--- src/rtl/riscv_pipe_pkg.sv ---
// Shared pipeline types for the 64-bit five-stage core: widths, ALU op codes,
// the decoded control bundle and the write-back bypass select.
package riscv_pipe_pkg;

    localparam int unsigned XLEN     = 64;
    localparam int unsigned REG_AW   = 5;
    localparam int unsigned ALU_OP_W = 4;

    typedef enum logic [ALU_OP_W-1:0] {
        ALU_ADD  = 4'h0,
        ALU_SUB  = 4'h1,
        ALU_AND  = 4'h2,
        ALU_OR   = 4'h3,
        ALU_XOR  = 4'h4,
        ALU_SLL  = 4'h5,
        ALU_SRL  = 4'h6,
        ALU_SRA  = 4'h7,
        ALU_SLT  = 4'h8,
        ALU_SLTU = 4'h9,
        ALU_LUI  = 4'hA
    } alu_op_e;

    typedef struct packed {
        logic [ALU_OP_W-1:0] alu_op;
        logic                alu_src;
        logic                mem_read;
        logic                mem_write;
        logic                reg_write;
        logic                mem_to_reg;
        logic                branch;
    } ctrl_t;

    // Register-file read data, replaced by the write-back value when WB is
    // writing the same non-zero register in the capture cycle.
    function automatic logic [XLEN-1:0] wb_bypass(
        input logic              wb_we,
        input logic [REG_AW-1:0] wb_rd,
        input logic [XLEN-1:0]   wb_data,
        input logic [REG_AW-1:0] rs,
        input logic [XLEN-1:0]   rf_data
    );
        if (wb_we && (wb_rd != '0) && (wb_rd == rs)) begin
            return wb_data;
        end
        return rf_data;
    endfunction

endpackage

--- src/rtl/load_use_detect.sv ---
// Raw load-use hazard term: a load in EX whose destination is read by the
// valid instruction sitting in ID.
module load_use_detect
    import riscv_pipe_pkg::*;
(
    input  logic              ex_valid_i,
    input  logic              ex_mem_read_i,
    input  logic [REG_AW-1:0] ex_rd_i,
    input  logic              id_valid_i,
    input  logic              id_uses_rs1_i,
    input  logic              id_uses_rs2_i,
    input  logic [REG_AW-1:0] id_rs1_i,
    input  logic [REG_AW-1:0] id_rs2_i,
    output logic              load_use_c_o
);

    logic rs1_hit_c;
    logic rs2_hit_c;

    assign rs1_hit_c = id_uses_rs1_i && (id_rs1_i == ex_rd_i);
    assign rs2_hit_c = id_uses_rs2_i && (id_rs2_i == ex_rd_i);

    // x0 is hardwired to zero, so a load to x0 never creates a dependency.
    assign load_use_c_o = ex_valid_i && ex_mem_read_i && (ex_rd_i != '0)
                       && id_valid_i && (rs1_hit_c || rs2_hit_c);

endmodule

--- src/rtl/id_ex_stage_reg.sv ---
// ID/EX pipeline register with load-use bubble insertion, flush and WB bypass.
// Optional perf counters are enabled by defining ID_EX_PERF_CNT_EN.
module id_ex_stage_reg
    import riscv_pipe_pkg::*;
(
    input  logic              clk,
    input  logic              rst_n,
    input  logic              id_valid,
    input  logic [XLEN-1:0]   id_pc,
    input  logic [XLEN-1:0]   id_rs1_data,
    input  logic [XLEN-1:0]   id_rs2_data,
    input  logic [XLEN-1:0]   id_imm,
    input  logic [REG_AW-1:0] id_rs1,
    input  logic [REG_AW-1:0] id_rs2,
    input  logic [REG_AW-1:0] id_rd,
    input  logic              id_uses_rs1,
    input  logic              id_uses_rs2,
    input  ctrl_t             id_ctrl,
    input  logic              wb_reg_write,
    input  logic [REG_AW-1:0] wb_rd,
    input  logic [XLEN-1:0]   wb_data,
    input  logic              flush,
    input  logic              mem_stall,
    output logic              hazard_stall,
    output logic              ex_valid,
    output logic [XLEN-1:0]   ex_pc,
    output logic [XLEN-1:0]   ex_rs1_data,
    output logic [XLEN-1:0]   ex_rs2_data,
    output logic [XLEN-1:0]   ex_imm,
    output logic [REG_AW-1:0] ex_rs1,
    output logic [REG_AW-1:0] ex_rs2,
    output logic [REG_AW-1:0] ex_rd,
    output ctrl_t             ex_ctrl
`ifdef ID_EX_PERF_CNT_EN
    ,
    output logic [31:0]       perf_bubble_cnt,
    output logic [31:0]       perf_flush_cnt
`endif
);

    logic              valid_q,    valid_d;
    logic [XLEN-1:0]   pc_q,       pc_d;
    logic [XLEN-1:0]   rs1_data_q, rs1_data_d;
    logic [XLEN-1:0]   rs2_data_q, rs2_data_d;
    logic [XLEN-1:0]   imm_q,      imm_d;
    logic [REG_AW-1:0] rs1_q,      rs1_d;
    logic [REG_AW-1:0] rs2_q,      rs2_d;
    logic [REG_AW-1:0] rd_q,       rd_d;
    ctrl_t             ctrl_q,     ctrl_d;

    logic load_use_c;
    logic bubble_c;

    load_use_detect u_load_use_detect (
        .ex_valid_i    (valid_q),
        .ex_mem_read_i (ctrl_q.mem_read),
        .ex_rd_i       (rd_q),
        .id_valid_i    (id_valid),
        .id_uses_rs1_i (id_uses_rs1),
        .id_uses_rs2_i (id_uses_rs2),
        .id_rs1_i      (id_rs1),
        .id_rs2_i      (id_rs2),
        .load_use_c_o  (load_use_c)
    );

    // A flushed instruction is dead, so it must not stall the front end.
    assign hazard_stall = load_use_c && !flush;
    assign bubble_c     = flush || hazard_stall;

    // Next-state: stall holds everything, bubbles kill only valid/ctrl/rd.
    always_comb begin
        valid_d    = valid_q;
        pc_d       = pc_q;
        rs1_data_d = rs1_data_q;
        rs2_data_d = rs2_data_q;
        imm_d      = imm_q;
        rs1_d      = rs1_q;
        rs2_d      = rs2_q;
        rd_d       = rd_q;
        ctrl_d     = ctrl_q;
        if (!mem_stall) begin
            if (bubble_c) begin
                valid_d = 1'b0;
                ctrl_d  = '0;
                rd_d    = '0;
            end else begin
                valid_d    = id_valid;
                pc_d       = id_pc;
                rs1_data_d = wb_bypass(wb_reg_write, wb_rd, wb_data, id_rs1, id_rs1_data);
                rs2_data_d = wb_bypass(wb_reg_write, wb_rd, wb_data, id_rs2, id_rs2_data);
                imm_d      = id_imm;
                rs1_d      = id_rs1;
                rs2_d      = id_rs2;
                rd_d       = id_rd;
                ctrl_d     = id_valid ? id_ctrl : '0;
            end
        end
    end

    always_ff @(posedge clk or negedge rst_n) begin
        if (!rst_n) begin
            valid_q    <= 1'b0;
            pc_q       <= '0;
            rs1_data_q <= '0;
            rs2_data_q <= '0;
            imm_q      <= '0;
            rs1_q      <= '0;
            rs2_q      <= '0;
            rd_q       <= '0;
            ctrl_q     <= '0;
        end else begin
            valid_q    <= valid_d;
            pc_q       <= pc_d;
            rs1_data_q <= rs1_data_d;
            rs2_data_q <= rs2_data_d;
            imm_q      <= imm_d;
            rs1_q      <= rs1_d;
            rs2_q      <= rs2_d;
            rd_q       <= rd_d;
            ctrl_q     <= ctrl_d;
        end
    end

    assign ex_valid    = valid_q;
    assign ex_pc       = pc_q;
    assign ex_rs1_data = rs1_data_q;
    assign ex_rs2_data = rs2_data_q;
    assign ex_imm      = imm_q;
    assign ex_rs1      = rs1_q;
    assign ex_rs2      = rs2_q;
    assign ex_rd       = rd_q;
    assign ex_ctrl     = ctrl_q;

`ifdef ID_EX_PERF_CNT_EN
    logic [31:0] bubble_cnt_q, bubble_cnt_d;
    logic [31:0] flush_cnt_q,  flush_cnt_d;

    // Saturating event counters; a frozen stage records nothing.
    always_comb begin
        bubble_cnt_d = bubble_cnt_q;
        flush_cnt_d  = flush_cnt_q;
        if (!mem_stall && hazard_stall && (bubble_cnt_q != 32'hFFFF_FFFF)) begin
            bubble_cnt_d = bubble_cnt_q + 32'd1;
        end
        if (!mem_stall && flush && (flush_cnt_q != 32'hFFFF_FFFF)) begin
            flush_cnt_d = flush_cnt_q + 32'd1;
        end
    end

    always_ff @(posedge clk or negedge rst_n) begin
        if (!rst_n) begin
            bubble_cnt_q <= '0;
            flush_cnt_q  <= '0;
        end else begin
            bubble_cnt_q <= bubble_cnt_d;
            flush_cnt_q  <= flush_cnt_d;
        end
    end

    assign perf_bubble_cnt = bubble_cnt_q;
    assign perf_flush_cnt  = flush_cnt_q;
`endif

endmodule

--- config.mk ---
export PLATFORM = sky130hd
export DESIGN_NAME = id_ex_stage_reg
export DESIGN_NICKNAME = d
export VERILOG_FILES = /design/src/rtl/riscv_pipe_pkg.sv /design/src/rtl/load_use_detect.sv /design/src/rtl/id_ex_stage_reg.sv
export SDC_FILE = /design/constraint.sdc
export NUM_CORES = 1
export LEC_CHECK = 0
export ABC_AREA = 1
export ABC_CLOCK_PERIOD_IN_PS = 3280
export CORE_AREA = 2 2 247 249
export CTS_BUF_LIST = sky130_fd_sc_hd__clkbuf_8
export CTS_CLUSTER_SIZE = 28
export DETAILED_ROUTE_END_ITERATION = 10
export DIE_AREA = 0 0 249 251
export PLACE_DENSITY_LB_ADDON = 0.05
export SLEW_MARGIN = 10
export SYNTH_ARGS = -nofsm -noshare
export SYNTH_HDL_FRONTEND = slang
export SYNTH_SLANG_ARGS = --single-unit
--- constraint.sdc ---
create_clock -name clk -period 3.28 [get_ports clk]
set_clock_uncertainty 0.2 [all_clocks]
set_input_delay 0.328 -clock clk [delete_from_list [all_inputs] [get_ports clk]]
set_output_delay 0.328 -clock clk [all_outputs]
set_load 0.05 [all_outputs]
**Yosys cells after proc, flatten, opt, wreduce, memory -nomap -nowiden**

Index checks and enable logic that the tools add are counted.

- Equal/unequal tests: 4
- Mux-type cells: 14
- Bitwise logic cells: 2
- Reduce and logical (&&, ||, !) cells: 16

Operators by type and width:

| kind | number |
|---|---|
| two-way mux 64 bit | 4 |
| == test 5 bit | 4 |
| two-way mux 10 bit | 2 |
| logical AND 1 bit | 10 |
| nonzero test 5 bit | 2 |
| two-way mux 1 bit | 7 |
| two-way mux 5 bit | 1 |
| logical OR 1 bit | 2 |
| inverter 1 bit | 2 |
| AND reduction 2 bit | 1 |
| logical NOT 1 bit | 1 |

- Flip-flop bits (word level): 282
- Input port bits: 358

**Logic depth before layout (Yosys ltp)**

- Depth after elaboration: 9
- Gate-level depth with buffers: 12
- Gate-level depth less buffers: 10

**Modules after synthesis**

Synthesis repeated with hierarchy kept, for this count alone.

- Cells, all modules: 1748
- Area, all modules: 13284.0 µm²

Modules (own cells, without submodules):

| module | times used | cells each | area each (µm²) | seq. area each (µm²) |
|---|---|---|---|---|
| id_ex_stage_reg | 1 | 1692 | 13058.8 | 7056.8 |
| load_use_detect | 1 | 56 | 225.2 | 0.0 |

**Worst setup path before layout**

No wires, ideal clock.

- Path kind: reg-to-output
- Start point: register rd_q[4], in the netlist ex_rd[4]
- End point: output hazard_stall
- Arrival time: 2.076 ns
- Slack: 0.676 ns
- Cell stages (with the launch flop): 10
- Path buffers: 1
- Path through: dfrtp_1 > inv_2 > nand2_1 > nand2_1 > nor2_1 > nand3_1 > nand2_2 > nand2_2 > clkbuf_1 > nor2_1

- Word-level cells in the longest chain between the ends: 5
- Elaborated cells between the ends (all ways): 10
- Those cells by class: eq/ne (2); reduce/logical (8)

RTL lines:

| what | line | source |
|---|---|---|
| start, declared | id_ex_stage_reg.sv:48 | `logic [REG_AW-1:0] rd_q, rd_d;` |
| start signal, assigned | id_ex_stage_reg.sv:119 | `rd_q <= rd_d;` |
| == test 5 bit, or another cell as far along | load_use_detect.sv:20 | `assign rs1_hit_c = id_uses_rs1_i && (id_rs1_i == ex_rd_i);` |
| logical AND 1 bit (on tied branches) | load_use_detect.sv:20, load_use_detect.sv:21, load_use_detect.sv:24 |  |
| logical OR 1 bit or logical AND 1 bit (tied branches) | load_use_detect.sv:25 | `&& id_valid_i && (rs1_hit_c \|\| rs2_hit_c);` |
| logical AND 1 bit * | load_use_detect.sv:25 |  |
| logical AND 1 bit * | id_ex_stage_reg.sv:67 | `assign hazard_stall = load_use_c && !flush;` |
| end, declared | id_ex_stage_reg.sv:24 | `output logic hazard_stall,` |

Every way passes the cells marked *; elsewhere a longest branch is shown, timed or not.

**Worst setup path after layout**

- Start point: register rd_q[3], in the netlist ex_rd[3]
- End point: output hazard_stall

The elaborated chain is that of the path after synthesis.

==> metrics.md <==
| Metric | Value |
|---|---|
| MaxCap Viol Count | 0 |
| Worst-skew pair later-pin latency | 0.66 ns |
| Share of cells above drive strength 1 | 5.284% |
| Number of global-route vias before repair | roughly 15k |
| Net count, final | 2814 |
| Tcrit/Tclk final | 81.48% |
| Synth top area cells | dfrtp_1 53%, nand2_1 28%, nand3_1 7.9%, nand4_1 3.1%, buf_2 2.0% |
| Crit path max fanout | 6 |
| Dpl ws | 0.5180 ns |
| Routability Congestion | 0.8110 |
| RSZ-0062 raised after global routing | no |
| Avg Vias per Cell | 4.367 |
| Ys Warns | 0 |
| Main synth FF type | dfrtp_1 |
| Most frequent cell after synthesis | nand2_1 |
| Synth Area in Compound Gates | 0.5584% |
| Fill count | a little over 6k |
| F_max | 0.3742 GHz |
| CTS tree | built |
| Portion of netlist area occupied by mux cells | 0% |
| GRT Total Usage | a little over a fifth |
| Cell taking the most area after synthesis | dfrtp_1 |
| Async set-or-reset flop fraction in the synthesized netlist | 100.0% |
| Setup CP Type | flip-flop to output port |
| Met3 Usage GRT | 7.072% |
| Die width | about 250 microns |
| Final hold viol count | 0 |
| Main combinational cell family by area after synthesis | simple AND/OR/NAND/NOR gates |
| CTS buffer count | 56 |
| DRC viols | 0 |
| CTS sink cnt | approximately 280 |
| IO Port Bufs | 640 |
| Syn_area_per_cell | ~7.7 sq um |
| HP Class | input port to asynchronous set/reset pin |
| Die Span Y | 251 microns |
| Grt total ovfl | 0 |
| CP required | about 2.8 ns |
| Site Rows | 90 |
| Post-Syn Nets | 2083 |
| Post-synthesis sequential area ratio | 53.38% |
| Number of setup buffers added after CTS | 0 |
| Least-Margin Pin Slew | 0.7768 ns |
| Cells along the critical path | inv_2, nand2_1, nand2_1, nor2_1, nand3_1, nand2_2, nand2_4, nor2_1, buf_12 |
| Slew HR | 48.21% |
| Max H-tree Level | 2 |
| CTS max path bufs | 3 |
| Fin crit period | 2.673 ns |
| Core area | roughly 60000 sq um |
| Initial antenna violation count | 15 |
| Initial DRC Count | 742 |
| VDD IR-drop max | around 0.29 mV |
| Run status | complete, no violations |
| Pwr dens | around 520 nW/um^2 |
| # hold bufs at CTS | 121 |
| Worst path max stage delay | between 0.4 and 0.5 ns |
| Clk slew on worst S/H paths | 0.06 ns |
| Clock tree root buffer cell | clkbuf_8 |
| Vias | 14.36k |
| Slowest-stage cell, CP | dfrtp_1 |
| Drt pass-1 iters | 6 |
| Synth cell count leaders | 985 x nand2_1, 282 x dfrtp_1, 208 x nand3_1 |
| Post-DP Area | 20440 sq um |
| Pleak | 11.08 nW |
| Final WL | 66580 microns |
| CP arrival | approximately 2.1 ns |
| Synth Area in Adders | 0% |
| CP Launch Type | flip-flop |
| XOR/XNOR Fraction of Synth Area | 0.6626% |
| IO Count | ~640 |
| Simple-gate share of the synthesized area | 39.72% |
| Global routing usage on met2 | a little over a third |
| Fin area | 22780 sq um |
| Synth Cell Area | 13220 sq um |
| HPWL Detailed | 47180 microns |
| Mapped Cells | 1725 |
| Post-synth EDFFs | 0 |
| Setup TNS | 0 ns |
| M1 GR Usage | around a quarter |
| Post_cts resized | 0 |
| Max Transition Viols Final | 0 |
| Synth Register Bits | 282 |
| First-pass GRT wire length | 99520 microns |
| Area growth syn-to-layout | 72.35% |
| GRT busiest layer | met2 |
| Drt wl/cell | approximately 20 microns |
| Die footprint | 62500 sq um |
| Final setup violation count | 0 |
| Netlist cell types | 23 |
| Initial Util | between 20% and 30% |
| Routed Antenna Nets | 0 |
| Final setup margin | 0.6074 ns |
| Top cell type's share of synthesized area | 53.38% |
| Worst setup EP type | output port |
| Largest net degree at the start of global routing | 95 |
critical path: cells and delay by family, from the launching register on:
family        cells  cell delay [ns]
buf+inv           2             0.26
flops             1             0.46
simple gates      7             0.76
layout by cell type (no fill, tap or decap):
master and n:
nor2_1 12, buf_4 21, xnor2_1 5, inv_2 8
nand2_4 1, clkdlybuf4s50_1 638, nand2_1 985, xor2_1 5
bufinv_16 1, o21bai_1 1, diode_2 9, inv_1 35
inv_6 1, clkbuf_8 68, clkinv_2 4, o21ai_0 10
nand2_8 1, nand3_1 206, nor2_4 5, clkinv_8 1
dfrtp_1 282, nand4_1 65, dlygate4sd3_1 121, nand3b_1 1
nand3_2 2, buf_8 1, buf_12 16, nand2_2 1
a21oi_4 1
final timing paths:
path / start / to / slack, ns / cells past startpoint
max: ex_rd[3] / hazard_stall / 0.61 / 9
min in group clk: id_ctrl[6] / ex_ctrl[6] / 0.07 / 3
min: rst_n / ex_imm[30] / 0.04 / 2
max in group asynchronous: rst_n / ex_pc[4] / 1.87 / 4
min reg2reg: ex_pc[21] / ex_pc[21] / 0.27 / 2
max reg2reg: ex_rd[1] / ex_rs2_data[19] / 0.92 / 8
state kept, by name, summed over array words and instances (netlist names):
| register | count |
|---|---|
| ex_rs2 | 5 |
| ex_pc | 64 |
| ex_imm | 64 |
| ex_rs1_data | 64 |
| ex_rd | 5 |
| ex_rs2_data | 64 |
| ex_ctrl | 10 |
| ex_rs1 | 5 |
| ex_valid | 1 |
cell type report:
cell class	instances	area, sq um	area share, %
Antenna cell	9	22.52	0.09885
Clock buffer	68	935.9	4.108
Clock inverter	32	168.9	0.7414
Inverter	18	67.56	0.2966
Multi-Input combinational cell	1301	5463	23.98
Sequential cell	282	7057	30.97
Tap cell	782	978.4	4.295
Timing Repair Buffer	797	8090	35.51
layer usage:
layer / part of all wire, % / routed length, microns
met5: 0.096 / 64
met4: 2.6 / 1732
met3: 8.3 / 5524
met2: 48 / 32160
met1: 41 / 27100
power by group:
part	switching (W)	total [W]	internal [W]
registers	0.000257	0.00417	0.00392
clock network	0.00167	0.00361	0.00194
logic	0.00268	0.00417	0.00149
cells by family after synthesis:
logic type	count (synthesis)
buffers and inverters	142
DFF	282
and+or+nand+nor	1279
xor gates and xnor gates	10
AOI/OAI and AO/OA	12
through the flow:
step | cells | util, % | hold slack (ns) | power [W]
6_report | 3289 | 38.10 | 0.03685 | 0.01195
5_1_grt | 3288 | 38.10 | 0.005885 | 0.01257
4_1_cts | 3280 | 38.06 | 0.0002187 | 0.01219
3_5_place_dp | 3059 | 34.19 | 0.1628 | 0.008309
3_3_place_gp | 3059 | 34.19 | 0.1640 | 0.008305
2_1_floorplan | 1725 | - | -0.1676 | 0.006428
Power figures use the tool's default switching activity.
